--- config.mk ---
export PLATFORM = sky130hd
export DESIGN_NAME = alu_writeback
export DESIGN_NICKNAME = d
export VERILOG_FILES = /design/src/rtl/alu_writeback_pkg.sv /design/src/rtl/wb_fifo.sv /design/src/rtl/alu_writeback.sv
export SDC_FILE = /design/constraint.sdc
export NUM_CORES = 1
export LEC_CHECK = 0
export ABC_CLOCK_PERIOD_IN_PS = 13800
export CORE_UTILIZATION = 59
export DETAILED_ROUTE_END_ITERATION = 10
export PLACE_DENSITY = 0.8
export SETUP_SLACK_MARGIN = 0.1
export SYNTH_ARGS = -nofsm -noshare
export SYNTH_HDL_FRONTEND = slang
export SYNTH_SLANG_ARGS = --single-unit
--- constraint.sdc ---
create_clock -name clk -period 13.8 [get_ports clk]
set_input_delay 1.38 -clock clk [delete_from_list [all_inputs] [get_ports clk]]
set_output_delay 1.38 -clock clk [all_outputs]
set_load 0.02 [all_outputs]
--- src/rtl/alu_writeback_pkg.sv ---
// Shared ALU definitions: opcode encodings, flag bit positions, flag struct.
// Latency: none (definitions only).
// Backpressure: none (definitions only).
package alu_writeback_pkg;

    localparam int DATA_W   = 32;
    localparam int OPCODE_W = 5;
    localparam int FLAGS_W  = 4;

    typedef logic [OPCODE_W-1:0] opcode_t;

    // ALU opcode encodings shared with the execute stage.
    localparam opcode_t OP_NOP = 5'd0;
    localparam opcode_t OP_ADD = 5'd1;
    localparam opcode_t OP_SUB = 5'd2;
    localparam opcode_t OP_AND = 5'd3;
    localparam opcode_t OP_OR  = 5'd4;
    localparam opcode_t OP_XOR = 5'd5;
    localparam opcode_t OP_NOT = 5'd6;
    localparam opcode_t OP_SHL = 5'd7;

    // Bit positions inside the 4-bit flag word {C,S,O,Z}.
    localparam int FLAG_C = 3;
    localparam int FLAG_S = 2;
    localparam int FLAG_O = 1;
    localparam int FLAG_Z = 0;

    // Packed so that c lands on FLAG_C and z on FLAG_Z.
    typedef struct packed {
        logic c;
        logic s;
        logic o;
        logic z;
    } flags_t;

    // Everything except OP_NOP commits architectural state on drain.
    function automatic logic op_commits(opcode_t op);
        return op != OP_NOP;
    endfunction

endpackage

--- src/rtl/wb_fifo.sv ---
// Small circular FIFO for writeback entries; exposes a low-bit tag of every slot for hazard snooping.
// Latency: an entry pushed at edge N is at the head after edge N (poppable at edge N+1).
// Backpressure: push ignored when full, pop ignored when empty; full is a decode of the registered count.
//
// Ports: clk/reset (async, active-high); push/push_dat write side; pop/head_dat read side;
//        count/full/empty occupancy; occupied[i] marks live slots; snoop_tag[i] = low TAG_W bits of slot i.
module wb_fifo #(
    parameter  int DEPTH = 2,
    parameter  int WIDTH = 8,
    parameter  int TAG_W = 4,
    localparam int PTR_W = $clog2(DEPTH),
    localparam int CNT_W = PTR_W + 1
) (
    input  logic                           clk,
    input  logic                           reset,
    input  logic                           push,
    input  logic [WIDTH-1:0]               push_dat,
    input  logic                           pop,
    output logic [WIDTH-1:0]               head_dat,
    output logic [CNT_W-1:0]               count,
    output logic                           full,
    output logic                           empty,
    output logic [DEPTH-1:0]               occupied,
    output logic [DEPTH-1:0][TAG_W-1:0]    snoop_tag
);

    logic [DEPTH-1:0][WIDTH-1:0] mem;
    logic [PTR_W-1:0]            wr_ptr;
    logic [PTR_W-1:0]            rd_ptr;
    logic                        do_push;
    logic                        do_pop;

    assign full     = (count == CNT_W'(DEPTH));
    assign empty    = (count == '0);
    assign do_push  = push && !full;
    assign do_pop   = pop && !empty;
    assign head_dat = mem[rd_ptr];

    // DEPTH is a power of two, so pointer wrap is plain overflow.
    always_ff @(posedge clk or posedge reset) begin
        if (reset) begin
            mem    <= '0;
            wr_ptr <= '0;
            rd_ptr <= '0;
            count  <= '0;
        end else begin
            if (do_push) begin
                mem[wr_ptr] <= push_dat;
                wr_ptr      <= wr_ptr + PTR_W'(1);
            end
            if (do_pop) begin
                rd_ptr <= rd_ptr + PTR_W'(1);
            end
            if (do_push != do_pop) begin
                count <= do_push ? count + CNT_W'(1) : count - CNT_W'(1);
            end
        end
    end

    // A slot is live when its distance from the read pointer is below count.
    always_comb begin
        occupied  = '0;
        snoop_tag = '0;
        for (int i = 0; i < DEPTH; i++) begin
            occupied[i]  = ({1'b0, PTR_W'(PTR_W'(i) - rd_ptr)} < count);
            snoop_tag[i] = mem[i][TAG_W-1:0];
        end
    end

endmodule

--- src/rtl/alu_writeback.sv ---
// ALU writeback: buffers ALU results, drains the oldest into the register file and flag register.
// Latency: a push into an empty buffer with hold=0 is written at the next edge; reads see it one cycle later.
// Backpressure: in_ready drops when the buffer is full (from registered count only); hold stalls draining.
//
// Ports: clk, reset (async, active-high); in_valid/in_ready with resultado, C/S/O/Z, opcode, dest;
//        hold stalls the register-file write port; ra/rb -> rd_a/rd_b combinational reads;
//        pend_a/pend_b flag undrained writes to ra/rb; flags = {C,S,O,Z}; count = buffer occupancy.
module alu_writeback
    import alu_writeback_pkg::*;
#(
    parameter  int DEPTH = 2,
    parameter  int NREGS = 8,
    localparam int IDX_W = $clog2(NREGS),
    localparam int CNT_W = $clog2(DEPTH) + 1
) (
    input  logic                 clk,
    input  logic                 reset,
    input  logic                 in_valid,
    output logic                 in_ready,
    input  logic [DATA_W-1:0]    resultado,
    input  logic                 C,
    input  logic                 S,
    input  logic                 O,
    input  logic                 Z,
    input  logic [OPCODE_W-1:0]  opcode,
    input  logic [IDX_W-1:0]     dest,
    input  logic                 hold,
    input  logic [IDX_W-1:0]     ra,
    input  logic [IDX_W-1:0]     rb,
    output logic [DATA_W-1:0]    rd_a,
    output logic [DATA_W-1:0]    rd_b,
    output logic                 pend_a,
    output logic                 pend_b,
    output logic [FLAGS_W-1:0]   flags,
    output logic [CNT_W-1:0]     count
);

    // opcode/dest sit in the low bits so the FIFO can snoop them cheaply.
    typedef struct packed {
        opcode_t          opcode;
        logic [IDX_W-1:0] dest;
    } wb_tag_t;

    typedef struct packed {
        logic [DATA_W-1:0] result;
        flags_t            flg;
        wb_tag_t           tag;
    } wb_entry_t;

    localparam int ENTRY_W = $bits(wb_entry_t);
    localparam int TAG_W   = $bits(wb_tag_t);

    wb_entry_t                 push_entry;
    wb_entry_t                 head_entry;
    wb_tag_t [DEPTH-1:0]       snoop_tag;
    logic    [DEPTH-1:0]       occupied;
    logic                      full;
    logic                      empty;
    logic                      drain;
    logic    [DATA_W-1:0]      regs [NREGS];

    assign push_entry = {resultado, C, S, O, Z, opcode, dest};
    assign in_ready   = !full;
    assign drain      = !hold && !empty;

    wb_fifo #(
        .DEPTH (DEPTH),
        .WIDTH (ENTRY_W),
        .TAG_W (TAG_W)
    ) u_wb_fifo (
        .clk       (clk),
        .reset     (reset),
        .push      (in_valid),
        .push_dat  (push_entry),
        .pop       (drain),
        .head_dat  (head_entry),
        .count     (count),
        .full      (full),
        .empty     (empty),
        .occupied  (occupied),
        .snoop_tag (snoop_tag)
    );

    // Register 0 is never written so it stays at its reset value of zero.
    // NOP entries leave both the register file and the flags untouched.
    always_ff @(posedge clk or posedge reset) begin
        if (reset) begin
            for (int i = 0; i < NREGS; i++) begin
                regs[i] <= '0;
            end
            flags <= '0;
        end else if (drain && op_commits(head_entry.tag.opcode)) begin
            flags <= head_entry.flg;
            if (head_entry.tag.dest != '0) begin
                regs[head_entry.tag.dest] <= head_entry.result;
            end
        end
    end

    // No bypass from the buffer: consumers use pend_* to stall instead.
    assign rd_a = (ra == '0) ? '0 : regs[ra];
    assign rd_b = (rb == '0) ? '0 : regs[rb];

    always_comb begin
        pend_a = 1'b0;
        pend_b = 1'b0;
        for (int i = 0; i < DEPTH; i++) begin
            if (occupied[i] && op_commits(snoop_tag[i].opcode) && snoop_tag[i].dest != '0) begin
                if (snoop_tag[i].dest == ra) pend_a = 1'b1;
                if (snoop_tag[i].dest == rb) pend_b = 1'b1;
            end
        end
    end

endmodule

==> impl_results.md, run 1 <==
* Status: completed
* Setup ws final at about 8.2 ns
* Setup_tns at 0 ns
* Global Route Usage Sum at 0.271
* Power Dens Cells at about 230 nW/um^2
* Reg2reg end: regs[94]
* # resized after CTS at 0
* Number of port buffers at 126
* H-tree depth at 2
* Clock latency on the worst-skew pair at ~0.51 ns
* Core footprint at 28700 sq um
* Clock-pin slew on the worst setup and hold paths at ~0.06 ns
* Vias in the first global route at 11200
* Post-DP HPWL at 23.0 mm
* Slowest stage delay, CP at 0.72 ns
* Pre-CTS setup slack at 8.36 ns
* Crit path max-delay family: buffers and inverters
* Final Setup Violations at 0
* Area growth, synth to finish at 15.1%
* Final WL at 39.3 mm
* Hold Path Origin: regs[247]
* Worst path bufs/invs at 3
* Antenna cells at 0
* Fraction of registers with async set/reset at 1.00
* CTS max path bufs at 3
* Peak VDD IR at 0.000145 V
* Synth Register Bits at ~330
* Initial antenna violation count at 0
* Worst r2r src: u_wb_fifo.rd_ptr
* Die H at 173 um
* Mapped Cells at 1181
* Full die area at 29900 sq um
* Fin crit share at 0.402
* Wire per inst at between 20 and 25 um
* R2R setup slack at 9.92 ns
* EDFF count, synth at 0
* CP Class: input pin to output port
* Via density at 6.27
* CTS Hold Bufs at 0
* First-pass GRT wire length at 64.0 mm
* Most used cell along the critical path: buf_4
* Layout cells sized above 1 at 0.447
* R2R cell count at 6
* Clk_skew at roughly 0.017 ns
* HP Class: flop to flop
* Leading area contributor after synthesis: dfrtp_1
* CTS buffer count at 36
* Die Span X at approximately 170 um
* Initial DRC Count at 876
* CP startpoint kind: input pin
* FMAX at about 0.18 GHz
* Busiest grt layer: met2
* Slowest cell on crit path: buf_4
* Worst-path maximum fanout at 59
* Hold WS at 0.375 ns
* ANT nets after route at 0
* GR Util met2 at 0.446
* Fin. Hold Viols at 0
* Syn nets at around 1200
* Post-layout util at 0.691
* Synth Cell Area at 17200 sq um
* Fin nets at 1323
* Final period demand of the worst path at between 5 and 6 ns
* Gr ovfl total at 0
* Pleak at 8.38 nW
* Commonest cells in the netlist: 325 x dfrtp_1, 231 x mux2_2, 180 x mux2_4
* Hold Path End: regs[247]
* Pin count of the biggest net entering global routing at 104
* CTS Root Cell: clkbuf_16
* Max-slew violations at 0
* Ports at 127
* Std-Cell Rows at 62
* YS warnings at 0
* Slew @ Worst Pin at 1.03 ns
* Initial Util at 0.600
* Main synth FF type: dfrtp_1
* Setup bufs post-CTS at 0
* WP data arrival at 4.17 ns
* Slew headroom at 0.305
* Average cell area after synthesis at 14.6 sq um
* Via count at ~11000
* Largest cells by area after synthesis: dfrtp_1 47%, mux2_4 16%, mux2_2 15%
* First-pass DRT Iterations at 5
* CTS tree: built
* Met3 global-route usage at 0.0339
* WHS Path Cells at 0
* Unrepaired setup endpoints after global routing: false
* Req. time, crit path at between 10 and 15 ns
* Met1 GRT Util at 0.385
* Yosys top cell area share at 0.472
* Register area share after synthesis at 0.472
* Yosys cell types at 43
* # clock sinks at around 330
* Count leader, synth: dfrtp_1
* CP Cell Sequence: buf_4 > buf_4 > a21oi_1 > a221oi_1 > clkdlybuf4s50_1
* DRC at 0
* Max-Cap Viols at 0
* Routability Congestion at 0.779
* CP endpoint kind: output port
-- logic make-up after synthesis --
logic type	after synthesis	synth area share
buffers and inverters	131	0.0391
XOR/XNOR	14	0.00712
AO/OA/AOI/OAI	125	0.0519
multiplexers	481	0.395
flip-flops	325	0.472
AND/OR/NAND/NOR	105	0.0343
-- worst register-to-register path: cells and delay by family (launching register included) --
family	cells	cell delay, ns
buffers and inverters	2	1.15
and+or+nand+nor	2	1.09
DFF	1	0.70
muxes	2	0.82
-- final cells by class --
| class | count | area [sq um] |
|---|---|---|
| fill | 1976 | 8880 |
| clock inverter | 14 | 160 |
| inverter | 36 | 143 |
| clock buffer | 49 | 1060 |
| tap | 384 | 480 |
| timing repair buffer | 145 | 1380 |
| sequential | 325 | 8130 |
| multi-input combinational | 725 | 8460 |
-- power breakdown --
| group | switching [mW] | internal, mW |
|---|---|---|
| clock | 0.384 | 0.595 |
| combinational | 0.766 | 1.11 |
| sequential | 0.361 | 1.41 |
-- state kept, by name, summed over array words and instances, names as in the netlist --
name / cells
u_wb_fifo.snoop_tag: 16
regs: 229
u_wb_fifo.count: 2
u_wb_fifo.rd_ptr: 1
u_wb_fifo.mem: 72
flags: 4
u_wb_fifo.wr_ptr: 1
-- layer usage --
metal	wire length [um]	share of wire
met1	17400	0.44
met2	19400	0.49
met3	1870	0.047
met4	718	0.018
met5	0	0
-- per-stage QoR --
stage | power (mW) | cells | cell area [sq um]
floorplan | 3.15 | 1181 | 17200
global placement | 3.55 | 1615 | 18600
finish | 4.64 | 1678 | 19800
global route | 4.87 | 1678 | 19800
CTS | 4.65 | 1678 | 19800
detailed placement | 3.64 | 1615 | 18600
-- how the worst max path moves through the flow --
stage / startpoint / endpoint / cells after the start
final: ra[1] / rd_a[12] / 5
after global routing: ra[0] / rd_a[15] / 6
after CTS: ra[0] / rd_a[12] / 6
after detailed placement: ra[0] / rd_a[15] / 6
after global placement: ra[0] / rd_a[1] / 6
after floorplan: reset / flags[0] / 1
-- cell usage in the layout, fill, tap and decap left out, types with 4 or more instances in the layout --
cell type,instances
a21oi_1,35
mux4_2,64
dfrtp_1,324
nor2b_1,5
clkdlybuf4s50_1,120
clkbuf_8,9
clkinv_2,6
nand3_1,5
mux2i_1,6
nor2_1,61
nor4_4,6
nand2_1,9
a221oi_1,62
clkbuf_16,37
xnor2_1,13
mux2_4,180
o21ai_0,15
nor3_1,4
inv_1,34
buf_4,23
mux2_2,231
Note: power is estimated with default switching activity, not from simulation.
==> run 2, diff against run 1 <==
ABC_CLOCK_PERIOD_IN_PS = 5300   (was 13800)
clock period = 5.3 ns   (was 13.8 ns; I/O delays follow)
==> impl_results.md, run 2 (synthesis results as in run 1) <==
* Area growth, synth to finish at 16.2%
* Post-route cell area at 20000 sq um (+0.96%)
* # resized after CTS at 0 (unchanged)
* Hold Path End: regs[225]
* Vias in the first global route at 11300 (+0.89%)
* Initial DRC Count at 766 (-13%)
* CP startpoint kind: input pin
* CP Cell Sequence: buf_4 > nor2b_4 > a22oi_1 > o21ai_0 > clkdlybuf4s50_1
* Via count at 10600 (+0.77%)
* Req. time, crit path at 4.77 ns (-7.65 ns)
* Unrepaired setup endpoints after global routing: false
* Clock latency on the worst-skew pair at 0.52 ns (about the same)
* Commonest non-fill, non-tap cell in the layout: dfrtp_1
* CTS max path bufs at 3 (unchanged)
* Worst-path maximum fanout at 34 (-42%)
* H-tree depth at 2 (unchanged)
* Die H at 173 um (unchanged)
* Initial antenna violation count at 0 (unchanged)
* Clock-pin slew on the worst setup and hold paths at 0.06 ns (about the same)
* Placed Instance Area at 18700 sq um (+0.45%)
* R2R setup slack at 1.94 ns (-7.98 ns)
* Reg with most FFs: regs
* CP endpoint kind: output port
* Clk_skew at 0.0101 ns (-0.00646 ns)
* CTS buffer count at 37 (+2.8%)
* Final Setup Violations at 0 (unchanged)
* Pleak at 8.47 nW (+1.1%)
* Wire per inst at 23.6 um (+0.79%)
* Global Route Usage Sum at 0.274 (+0.00301)
* Max-Cap Viols at 0 (unchanged)
* First-pass DRT Iterations at 5 (unchanged)
* Die Span X at 173 um (unchanged)
* Fin nets at 1329 (+0.45%)
* Worst r2r src: u_wb_fifo.rd_ptr
* R2R cell count at 6 (unchanged)
* WHS Path Cells at 0 (unchanged)
* Full die area at 29900 sq um (unchanged)
* Pin count of the biggest net entering global routing at 131 (+26%)
* ANT nets after route at 0 (unchanged)
* Worst path bufs/invs at 2 (-1)
* Final WL at 39.9 mm (+1.4%)
* Setup bufs post-CTS at 0 (unchanged)
* Slew headroom at 0.319 (+0.0140)
* First-pass GRT wire length at 64.5 mm (+0.71%)
* Via density at 6.28 (+0.17%)
* Peak VDD IR at 0.000370 V (+160%)
* Routability Congestion at 0.777 (-0.35%)
* Core footprint at 28700 sq um (unchanged)
* Status: completed
* Fin crit share at 0.691
* Std-Cell Rows at 62 (unchanged)
* Power Dens Cells at 613 nW/um^2 (+160%)
* Hold Path Origin: regs[225]
* Final period demand of the worst path at 3.66 ns
* CTS tree: built
* Fin. Hold Viols at 0 (unchanged)
* CTS Root Cell: clkbuf_16
* Ports at 127 (unchanged)
* DRC at 0 (unchanged)
* Number of port buffers at 126 (unchanged)
* Most frequent cells in the layout: 324 x dfrtp_1, 231 x mux2_2, 180 x mux2_4
* WP data arrival at 3.13 ns (-1.04 ns)
* Slew @ Worst Pin at 1.02 ns (-0.0154 ns)
* CP Class: input pin to output port
* Layout cells sized above 1 at 0.450 (+0.00270)
* Initial Util at 0.600 (unchanged)
* Antenna cells at 0 (unchanged)
* Post-DP HPWL at 23.8 mm (+3.3%)
* Setup_tns at 0 ns (unchanged)
* Reg2reg end: regs[63]
* # clock sinks at 325 (unchanged)
* Slowest cell on crit path: nor2b_4
* FMAX at 0.273 GHz
* CTS Hold Bufs at 0 (unchanged)
* Max-slew violations at 0 (unchanged)
* Gr ovfl total at 0 (unchanged)
* Crit path max-delay family: buffers and inverters
* Max reg flops at 229 (unchanged)
* HP Class: flop to flop
* Slowest stage delay, CP at 0.92 ns (+0.20 ns)
## run 2: layout make-up
type	count	area, sq um
Fill cell	1896	8690
Inverter	36	139
Tap cell	384	480
Timing Repair Buffer	150	1470
Clock buffer	53	1120
Sequential cell	325	8130
Clock inverter	15	209
Multi-Input combinational cell	725	8460
## run 2: stage by stage
step | setup slack, ns | total power [mW] | hold slack, ns | utilization | instances
floorplan | 0.433 | 8.19 | 0.425 | - | 1181
global placement | 1.71 | 9.26 | 0.360 | 0.651 | 1620
detailed placement | 1.69 | 9.49 | 0.363 | 0.651 | 1620
CTS | 1.66 | 12.3 | 0.376 | 0.697 | 1688
global route | 1.52 | 12.9 | 0.382 | 0.697 | 1688
finish | 1.64 | 12.3 | 0.373 | 0.697 | 1688
## run 2: how the worst max path moves through the flow
| stage | depth (start not counted) | endpoint | slack, ns | startpoint |
|---|---|---|---|---|
| floorplan | 1 | flags[0] | 0.43 | reset |
| global placement | 5 | rd_b[31] | 1.71 | rb[1] |
| detailed placement | 5 | rd_b[31] | 1.69 | rb[1] |
| CTS | 5 | rd_b[31] | 1.66 | rb[1] |
| global route | 5 | rd_b[31] | 1.52 | rb[1] |
| finish | 5 | rd_b[31] | 1.64 | rb[1] |
## run 2: routing by layer
| layer | vias to the layer above | track usage | share of wire |
|---|---|---|---|
| li1 | 4586 | - | - |
| met1 | 5565 | 0.384 | 0.44 |
| met2 | 378 | 0.449 | 0.49 |
| met3 | 72 | 0.0424 | 0.054 |
| met4 | 0 | 0.0778 | 0.023 |
| met5 | - | 0 | 0 |
## run 2: report_power, final
group | internal [mW] | switching, mW | total (mW) | leakage [nW]
logic | 2.92 | 2.00 | 4.92 | 3.84
clock network | 1.71 | 1.01 | 2.73 | 0.654
registers | 3.68 | 0.944 | 4.63 | 3.97
==> run 3, diff against run 2 <==
ABC_CLOCK_PERIOD_IN_PS = 2960   (was 5300)
CORE_UTILIZATION = 53   (was 59)
PLACE_DENSITY = 0.76   (was 0.8)
clock period = 2.96 ns   (was 5.3 ns; I/O delays follow)
==> impl_results.md, run 3 (synthesis results as in run 1) <==
* Status: completed
* Filler cells at 2346 (+24%)
* Initial antenna violation count at 0 (unchanged)
* Peak VDD IR at 0.000559 V (+51%)
* Max-Cap Viols at 0 (unchanged)
* Sw Share at 0.327 (+0.00489)
* First-pass DRT Iterations at 5 (unchanged)
* Clock-pin slew on the worst setup and hold paths at 0.06 ns (about the same)
* Slew @ Worst Pin at 0.703 ns (-0.316 ns)
* Pleak at 8.61 nW (+1.8%)
* WP data arrival at 2.49 ns (-0.64 ns)
* Cells after DPL at 1696 (+4.7%)
* Via count at 10700 (+0.51%)
* CP Class: flop to output port
* CTS Root Cell: clkbuf_16
* Global Route Usage Sum at 0.251 (-0.0232)
* Fin crit share at 0.940
* Hold WS at 0.148 ns (-0.225 ns)
* Setup bufs post-CTS at 0 (unchanged)
* CP startpoint kind: flop
* Slew headroom at 0.531 (+0.212)
* Routability Congestion at 0.770 (-0.84%)
* Antenna cells at 0 (unchanged)
* Unrepaired setup endpoints after global routing: false
* Worst r2r src: u_wb_fifo.snoop_tag[12]
* Ports at 127 (unchanged)
* Final period demand of the worst path at 2.78 ns
* R2R setup slack at 0.50 ns (-1.44 ns)
* Combinational share of power at 0.410 (+0.009)
* Die H at 182 um (+5.4%)
* Internal power at 14.6 mW (+75%)
* Reg2reg end: regs[92]
* Final WL at 40.8 mm (+2.2%)
* Full die area at 33200 sq um (+11%)
* # clock sinks at 325 (unchanged)
* Max reg flops at 229 (unchanged)
* Core footprint at 31800 sq um (+11%)
* Pin count of the biggest net entering global routing at 131 (unchanged)
* P_sw at 7.09 mW (+79%)
* Post-layout util at 0.638 (-0.0596)
* Power Dens Cells at 1070 nW/um^2 (+74%)
* Area taken by multi-input logic gates at 8460 sq um (unchanged)
* FMAX at 0.360 GHz
* Post-DP HPWL at 25.8 mm (+8.3%)
* Reg area at 8140 sq um (about the same)
* Initial DRC Count at 692 (-9.7%)
* Final Setup Violations at 0 (unchanged)
* DRC at 0 (unchanged)
* HP Class: input pin to asynchronous set/reset pin
* CTS buffer count at 37 (unchanged)
* R2R cell count at 6 (unchanged)
* Max-slew violations at 0 (unchanged)
* Std-Cell Rows at 65 (+4.8%)
* Via density at 6.05 (-3.7%)
* Overall Power at 21.7 mW (+77%)
* CTS Hold Bufs at 0 (unchanged)
* Area growth, synth to finish at 17.7%
* Fin nets at 1354 (+1.9%)
* Final std cells w/o fill at 1761 (+4.3%)
* Req. time, crit path at 2.66 ns (-2.11 ns)
* Vias in the first global route at 11400 (+0.60%)
* First-pass GRT wire length at 65.1 mm (+0.90%)
* CP endpoint kind: output port
* Clock network fraction of total power at 0.208 (-0.014)
* CTS tree: built
* Layout cells sized above 1 at 0.459 (+0.00912)
* Clock latency on the worst-skew pair at 0.53 ns (about the same)
* Gr ovfl total at 0 (unchanged)
* H-tree depth at 2 (unchanged)
* Commonest non-fill, non-tap cell in the layout: dfrtp_1
* Reg with most FFs: regs
* Number of port buffers at 126 (unchanged)
* Initial Util at 0.541 (-0.0584)
* Reg power frac at 0.382 (+0.005)
* Clk_skew at 0.0201 ns (+0.0100 ns)
* Most frequent cells in the layout: 324 x dfrtp_1, 231 x mux2_2, 180 x mux2_4
* CTS max path bufs at 3 (unchanged)
* Fin. Hold Viols at 0 (unchanged)
* Wire per inst at 23.1 um (-2.1%)
* ANT nets after route at 0 (unchanged)
* Die Span X at 182 um (+5.4%)
* Worst-path maximum fanout at 4 (-88%)
## run 3: changes by cell type in the layout (fill, tap and decap cells not counted), sizes merged, moves of 2 or more
cell | previous run | this run
buf | 30 | 55
bufinv | 5 | 0
clkbuf | 53 | 55
clkdlybuf4s50 | 120 | 118
clkinvlp | 3 | 1
dlymetal6s2s | 0 | 2
## run 3: layout make-up
type	instances	share of cell area
multi-input combinational	725	0.417
timing repair buffer	175	0.0884
sequential	325	0.401
tap	435	0.0268
inverter	36	0.00685
clock buffer	55	0.0565
clock inverter	10	0.00284
## run 3: metal layers
layer	GRT usage	part of all wire
met1	0.340	0.43
met2	0.419	0.49
met3	0.0395	0.049
met4	0.0729	0.024
met5	0	0
## run 3: worst max path at each step
| stage | startpoint | to | slack (ns) | depth (start not counted) |
|---|---|---|---|---|
| global route | regs[97] | rd_a[1] | 0.16 | 4 |
| CTS | u_wb_fifo.rd_ptr | pend_a | 0.15 | 5 |
| detailed placement | ra[1] | rd_a[29] | 0.37 | 6 |
| finish | regs[97] | rd_a[1] | 0.18 | 4 |
| global placement | ra[0] | rd_a[31] | 0.37 | 6 |
| floorplan | reset | flags[0] | -1.67 | 1 |
## run 3: stage by stage
step	setup slack, ns	cell area, sq um	TNS [ns]
global placement	0.371	19100	0
CTS	0.150	20300	0
finish	0.178	20300	0
floorplan	-1.67	17200	-543.64
detailed placement	0.368	19100	0
global route	0.157	20300	0
## run 3: repair_timing
action / 4_1_cts / 5_1_grt
cloned: 0 / 0
pin swaps: 0 / 0
resized for setup: 1 / 3
endpoints found under the setup margin: 2 / 2
## run 3: power by group through the flow
| stage | registers, mW | clock network [mW] | logic (mW) |
|---|---|---|---|
| floorplan | 7.67 | 0 | 7.00 |
| global placement | 8.11 | 0 | 8.63 |
| detailed placement | 8.23 | 0 | 8.90 |
| CTS | 8.21 | 4.57 | 8.95 |
| global route | 8.52 | 4.76 | 9.48 |
| finish | 8.27 | 4.51 | 8.89 |
## run 3: worst max-delay path, cell delays in order, from the launching register on
cell	delay (ns)
dfrtp_1	0.38
nor2b_1	0.14
o21ai_0	0.08
a221oi_1	0.63
clkdlybuf4s50_1	0.73
